==> config.mk <==
export PLATFORM = sky130hd
export DESIGN_NAME = vector_alu_exec
export DESIGN_NICKNAME = d
export VERILOG_FILES = /design/src/rtl/valu_pkg.sv /design/src/rtl/valu_div_iter.sv /design/src/rtl/vector_alu_exec.sv
export SDC_FILE = /design/constraint.sdc
export NUM_CORES = 1
export LEC_CHECK = 0
export BUFFER_PORTS_ARGS = -buffer_cell sky130_fd_sc_hd__buf_2
export CAP_MARGIN = 30
export CORE_ASPECT_RATIO = 0.5
export CORE_MARGIN = 2
export CORE_UTILIZATION = 59
export CTS_CLUSTER_SIZE = 30
export DETAILED_ROUTE_END_ITERATION = 16
export MAX_ROUTING_LAYER = met4
export PLACE_DENSITY = 0.81
export SYNTH_ARGS = -nofsm -noshare
export SYNTH_HDL_FRONTEND = slang
export SYNTH_SLANG_ARGS = --single-unit
==> constraint.sdc <==
create_clock -name clk -period 7.3 [get_ports clk]
set_input_delay 1.46 -clock clk [delete_from_list [all_inputs] [get_ports clk]]
set_output_delay 1.46 -clock clk [all_outputs]
set_load 0.03 [all_outputs]
==> src/rtl/valu_pkg.sv <==
// Shared types for the vector ALU execute stage.
// Opcode and FSM state encodings plus lane addressing helper.
package valu_pkg;

  typedef enum logic [2:0] {
    OP_ADD = 3'b000,
    OP_SUB = 3'b001,
    OP_MUL = 3'b011,
    OP_DIV = 3'b100,
    OP_CMP = 3'b101,
    OP_NOP = 3'b111
  } alu_op_e;

  typedef enum logic [1:0] {
    IDLE,
    EXEC,
    DIV,
    DONE
  } state_e;

  function automatic int unsigned lane_sel(
    input int unsigned idx,
    input int unsigned w
  );
    return idx * w;
  endfunction

endpackage

==> src/rtl/valu_div_iter.sv <==
// Restoring unsigned divider, one quotient bit per cycle.
// done and quotient are valid together in the final iteration cycle.
module valu_div_iter #(
  parameter int WIDTH = 8
) (
  input  logic             clk,
  input  logic             rst,
  input  logic             start,
  input  logic [WIDTH-1:0] dividend,
  input  logic [WIDTH-1:0] divisor,
  output logic             done,
  output logic [WIDTH-1:0] quotient
);

  localparam int CW = (WIDTH > 1) ? $clog2(WIDTH) : 1;

  logic             run;
  logic [CW-1:0]    cnt;
  logic [WIDTH-1:0] rem;
  logic [WIDTH-1:0] q;
  logic [WIDTH-1:0] dsr;

  logic [WIDTH:0]   trial;
  logic [WIDTH:0]   sub;
  logic             ge;
  logic [WIDTH-1:0] rem_n;
  logic [WIDTH-1:0] q_n;

  always_comb begin
    trial = {rem, q[WIDTH-1]};
    sub   = trial - {1'b0, dsr};
    ge    = (trial >= {1'b0, dsr});
    rem_n = ge ? sub[WIDTH-1:0] : trial[WIDTH-1:0];
    q_n   = {q[WIDTH-2:0], ge};
  end

  assign done     = run && (cnt == CW'(WIDTH - 1));
  assign quotient = q_n;

  always_ff @(posedge clk) begin
    if (rst) begin
      run <= 1'b0;
      cnt <= '0;
      rem <= '0;
      q   <= '0;
      dsr <= '0;
    end else if (start) begin
      run <= 1'b1;
      cnt <= '0;
      rem <= '0;
      q   <= dividend;
      dsr <= divisor;
    end else if (run) begin
      rem <= rem_n;
      q   <= q_n;
      cnt <= cnt + 1'b1;
      if (done) run <= 1'b0;
    end
  end

endmodule

==> src/rtl/vector_alu_exec.sv <==
// Vector ALU execute stage: one lane per step, iterative DIV.
// Define VALU_SAT_EN for saturating ADD/SUB/MUL.
module vector_alu_exec
  import valu_pkg::*;
#(
  parameter int LANES = 4,
  parameter int WIDTH = 8
) (
  input  logic                   clk,
  input  logic                   rst,
  input  logic                   in_valid,
  output logic                   in_ready,
  input  logic [2:0]             alu_control,
  input  logic                   src_a,
  input  logic [LANES*WIDTH-1:0] vec_a,
  input  logic [LANES*WIDTH-1:0] vec_b,
  output logic                   out_valid,
  input  logic                   out_ready,
  output logic [LANES*WIDTH-1:0] result,
  output logic                   wb_en,
  output logic                   flag_eq,
  output logic                   flag_lt,
  output logic                   flag_div0,
  output logic                   flag_illegal,
  output logic                   busy
);

  localparam int LW = (LANES > 1) ? $clog2(LANES) : 1;

  state_e                 state;
  alu_op_e                op;
  logic [LW-1:0]          lane;
  logic [LANES*WIDTH-1:0] opa;
  logic [LANES*WIDTH-1:0] opb;
  logic                   div_act;

  logic [WIDTH-1:0] a;
  logic [WIDTH-1:0] b;
  logic [WIDTH-1:0] add_r;
  logic [WIDTH-1:0] sub_r;
  logic [WIDTH-1:0] mul_r;
  logic [WIDTH-1:0] lane_res;
  logic             eq;
  logic             lt;
  logic             last;
  logic             step;
  logic             b_zero;
  logic             div_start;
  logic             div_done;
  logic [WIDTH-1:0] div_q;

  logic is_ar;
  logic is_cmp;
  logic is_div;
  logic is_nop;
  logic is_ill;

`ifdef VALU_SAT_EN
  logic [WIDTH:0]     sum;
  logic [2*WIDTH-1:0] prod;
`endif

  assign a      = opa[lane_sel(32'(lane), WIDTH) +: WIDTH];
  assign b      = opb[lane_sel(32'(lane), WIDTH) +: WIDTH];
  assign eq     = (a == b);
  assign lt     = (a < b);
  assign b_zero = (b == '0);
  assign last   = (lane == LW'(LANES - 1));
  assign busy   = (state != IDLE);

  always_comb begin
`ifdef VALU_SAT_EN
    sum   = {1'b0, a} + {1'b0, b};
    prod  = {{WIDTH{1'b0}}, a} * {{WIDTH{1'b0}}, b};
    add_r = sum[WIDTH] ? '1 : sum[WIDTH-1:0];
    sub_r = lt ? '0 : a - b;
    mul_r = (|prod[2*WIDTH-1:WIDTH]) ? '1 : prod[WIDTH-1:0];
`else
    add_r = a + b;
    sub_r = a - b;
    mul_r = a * b;
`endif
  end

  always_comb begin
    lane_res = a - b;
    case (op)
      OP_ADD:  lane_res = add_r;
      OP_SUB:  lane_res = sub_r;
      OP_MUL:  lane_res = mul_r;
      default: lane_res = a - b;
    endcase
  end

  always_comb begin
    is_ar  = (alu_control == 3'b000) ||
             (alu_control == 3'b001) ||
             (alu_control == 3'b011);
    is_cmp = (alu_control == 3'b101);
    is_div = (alu_control == 3'b100);
    is_nop = (alu_control == 3'b111);
    is_ill = (alu_control == 3'b010) ||
             (alu_control == 3'b110);
  end

  // A zero divisor bypasses the divider entirely for that lane
  assign div_start = (state == DIV) && !div_act && !b_zero;

  always_comb begin
    step = 1'b0;
    if (state == EXEC) step = 1'b1;
    if (state == DIV) begin
      step = div_act ? div_done : b_zero;
    end
  end

  valu_div_iter #(
    .WIDTH(WIDTH)
  ) u_div (
    .clk      (clk),
    .rst      (rst),
    .start    (div_start),
    .dividend (a),
    .divisor  (b),
    .done     (div_done),
    .quotient (div_q)
  );

  always_ff @(posedge clk) begin
    if (rst) begin
      state        <= IDLE;
      op           <= OP_NOP;
      lane         <= '0;
      opa          <= '0;
      opb          <= '0;
      div_act      <= 1'b0;
      in_ready     <= 1'b1;
      out_valid    <= 1'b0;
      result       <= '0;
      wb_en        <= 1'b0;
      flag_eq      <= 1'b0;
      flag_lt      <= 1'b0;
      flag_div0    <= 1'b0;
      flag_illegal <= 1'b0;
    end else begin
      unique case (state)
        IDLE: begin
          if (in_valid) begin
            opa          <= src_a ? '0 : vec_a;
            opb          <= vec_b;
            lane         <= '0;
            result       <= '0;
            in_ready     <= 1'b0;
            flag_eq      <= 1'b0;
            flag_lt      <= 1'b0;
            flag_div0    <= 1'b0;
            flag_illegal <= 1'b0;
            unique case (1'b1)
              is_ar: begin
                op    <= alu_op_e'(alu_control);
                wb_en <= 1'b1;
                state <= EXEC;
              end
              is_cmp: begin
                op    <= OP_CMP;
                wb_en <= 1'b0;
                state <= EXEC;
              end
              is_div: begin
                op    <= OP_DIV;
                wb_en <= 1'b1;
                state <= DIV;
              end
              is_nop: begin
                op    <= OP_NOP;
                wb_en <= 1'b0;
                state <= DONE;
              end
              is_ill: begin
                op           <= OP_NOP;
                wb_en        <= 1'b0;
                flag_illegal <= 1'b1;
                state        <= DONE;
              end
            endcase
          end
        end
        EXEC: begin
          result[lane_sel(32'(lane), WIDTH) +: WIDTH] <= lane_res;
          if (op == OP_CMP) begin
            flag_eq <= (lane == '0) ? eq : (flag_eq & eq);
            flag_lt <= flag_lt | lt;
          end
        end
        DIV: begin
          if (!div_act) begin
            if (b_zero) begin
              result[lane_sel(32'(lane), WIDTH) +: WIDTH] <= '1;
              flag_div0 <= 1'b1;
            end else begin
              div_act <= 1'b1;
            end
          end else if (div_done) begin
            result[lane_sel(32'(lane), WIDTH) +: WIDTH] <= div_q;
            div_act <= 1'b0;
          end
        end
        DONE: begin
          if (!out_valid) begin
            out_valid <= 1'b1;
          end else if (out_ready) begin
            out_valid <= 1'b0;
            in_ready  <= 1'b1;
            state     <= IDLE;
          end
        end
      endcase
      if (step) begin
        if (last) begin
          lane  <= '0;
          state <= DONE;
        end else begin
          lane <= lane + 1'b1;
        end
      end
    end
  end

endmodule

==> results.yml <==
global_route:
  grt_max_degree: 76
  grt_pass1_vias: 7115
  grt_use_total: 0.316
  antenna_found_initial: 0
  grt.overflow.total: 0
  grt_pass1_wl_um: 37100
route:
  vias: 7838
  dr.pass1.iters: 5
  drc: 0
  wire_per_inst_um: 17.5
  vias_per_cell: 5.88
  drt_iter0_drc: 670
  antenna_left: 0
  totalWireLength_um: 23300
layout:
  fin_area_um2: 9630
  diodes: 0
  final_core_util: 0.699
  fillers: 1163
  area_growth_pct: 13.7
  final_nets: 1264
  multi_input_area_um2: 5170
  seqCellArea_um2: 2780
  layout-drive-gt1-share: 0.155
synth:
  synth_cells: 1059
  yosys.area_share.adder: 0.109
  synth_xor_area_frac: 0.0222
  synth_top_family_by_area: "compound AO/OA/AOI/OAI gates"
  syn_area_um2: 8470
  yosys.area.top_type: "dfxtp_1"
  synth_compound_area_frac: 0.215
  syn_nets: 1196
  synth_seq_area_share: 0.329
  synth.avg_cell_area_um2: 8.00
  yosys_warnings: 0
  ys_top_cells_by_area: "dfxtp_1, a21oi_1, ha_1"
  synth_top_area_frac: 0.329
  async_flop_share: 0
  ys.flop_type: "dfxtp_1"
  ys_ff_latch: 139
  synth_edf_count: 0
  synth_mux_area_frac: 0.0582
  synthSimpleGateAreaFrac: 0.206
  ys_types: 60
setup_path:
  crit_required_ns: 7.62
  cp.arrival_ns: 6.18
  critPathMostFrequentCell: "fa_1"
  path_class: "flip-flop to flip-flop"
  path_max_fanout: 15
  reg2reg_slack_ns: 1.43
  cpMaxStageDelayCell: "dfxtp_1"
  rr_endpoint: "result[23]"
  r2r_cells: 17
  cp-startpoint: "lane[0]"
  cp_cell_sequence: "mux4_1, and2_1, fa_1, ha_1, fa_1, inv_1, fa_1, inv_1, ha_1, a21oi_1, xor2_1, xnor2_1, xnor3_1, and3_4, a31oi_4, o21ai_1, o211a_1"
  endpoint_kind: "flip-flop"
  reg2reg_from: "lane[0]"
  endpoint: "result[23]"
  critPathMaxStageDelay_ns: 0.92
  critPathLaunchType: "flip-flop"
timing:
  grt_setup_unrepaired: "false"
  finalHoldViolations: 0
  min_period_ns: 5.87
  tightest_slew_ns: 1.07
  fmax_ghz: 0.170
  finalCritPeriodShare: 0.804
  relSlewSlack: 0.288
  clock_skew_ns: 0.0125
  setup_viol: 0
  timing.setup.tns_ns: 0
  slew_violations: 0
floorplanning:
  start_util: 0.615
  coreArea_um2: 13800
  die_y_um: 88.7
  boundaryPins: 112
  die-width_um: 173
  rows: 30
  die_area_um2: 15400
clock_network:
  tritoncts: "done"
  ctsLongestPathBuffers: 2
  cts_resized: 0
  clk_pin_slew_ns: 0.07
  cts-hold-fix-buffers: 0
  cts.sinks: 139
  cts-buffers-inserted: 17
  insertion_delay_ns: 0.43
  h-tree-depth: 4
  post_cts_buffers: 0
  cts-root-buf: "clkbuf_16"
outcome:
  outcome: "finished clean"
power:
  peakVddDrop_v: 0.000188
  total_power_mw: 2.57
  p_leak_nw: 4.05
  powerDensity_nw_per_um2: 267
place:
  gp_congestion: 0.961
  post-dp-hpwl_um: 16700
  place_area_um2: 9030
  numPortBuffers: 111
min_path:
  hold_class: "flip-flop to flip-flop"
job:
  max_cap_violations: 0
-- metal layers --
| metal | vias up | routed length (um) | track usage |
|---|---|---|---|
| met5 | - | 0 | - |
| met1 | 3647 | 11300 | 0.445 |
| met3 | 43 | 1930 | 0.0674 |
| li1 | 3817 | - | - |
| met4 | 0 | 375 | 0.0778 |
| met2 | 331 | 9710 | 0.465 |
-- state kept, by name, summed over array words and instances (netlist names) --
name          flops
opb              32
flag_lt           1
u_div.q           8
in_ready          1
out_valid         1
u_div.rem         8
result           32
u_div.run         1
flag_div0         1
lane              2
flag_eq           1
opa              32
flag_illegal      1
wb_en             1
u_div.cnt         3
div_act           1
state             2
u_div.dsr         8
op                3
-- synth_stat cells (8+ instances only) --
cell,n
a211oi_1,28
a21oi_1,157
and2_1,17
clkbuf_1,55
dfxtp_1,139
fa_1,15
ha_1,50
inv_1,57
mux2i_1,11
mux4_2,13
nand2_1,155
nand2b_1,10
nand3b_1,35
nor2_1,99
nor3_1,29
o21ai_0,50
o21bai_1,8
o2bb2ai_1,12
xnor2_1,12
-- layout by cell type, fill, tap and decap left out, types with 28 or more instances in the layout --
cell type,count
ha_1,50
o21ai_0,50
inv_1,57
nor3_1,29
nand3b_1,35
a211oi_1,28
buf_2,110
dfxtp_1,139
nand2_1,154
a21oi_1,157
nor2_1,99
-- per-stage QoR --
step	worst slack (ns)	hold slack, ns	instances
global route	1.11	0.466	1332
detailed placement	1.42	0.442	1300
finish	1.43	0.450	1332
global placement	1.61	0.438	1300
CTS	1.41	0.451	1332
floorplan	2.25	0.427	1059
-- area by class of cell --
type / instances / share of cell area
Clock buffer: 17 / 0.0442
Inverter: 58 / 0.0226
Timing Repair Buffer: 119 / 0.0642
Tap cell: 192 / 0.0250
Multi-Input combinational cell: 792 / 0.537
Sequential cell: 139 / 0.289
Clock inverter: 15 / 0.0181
-- logic make-up after synthesis --
logic type | count (synthesis)
mux | 28
fa+ha+maj | 65
compound gates | 303
simple gates | 377
buf+inv | 128
flops | 139
xor+xnor | 19
-- power by group --
group | switching [mW] | internal (mW)
Combinational | 0.508 | 0.280
Sequential | 0.0596 | 0.821
Clock | 0.382 | 0.517
-- critical path: cells and delay by family (launching register included) --
family | cells | cell delay [ns]
flops | 1 | 0.92
compound gates | 4 | 0.60
buf+inv | 2 | 0.10
mux | 1 | 0.83
xor+xnor | 3 | 0.64
fa+ha+maj | 5 | 2.20
simple gates | 2 | 0.46
-- how the worst min path moves through the flow --
stage                   end  cells past startpoint  slack, ns     from
finish              opa[16]                      2       0.45  opa[16]
global route         opa[2]                      2       0.47   opa[2]
CTS                 opa[16]                      2       0.45  opa[16]
detailed placement   opa[2]                      2       0.44   opa[2]
global placement    opb[31]                      2       0.44  opb[31]
floorplan           opa[10]                      2       0.43  opa[10]
(Power assumes the default switching activity.)
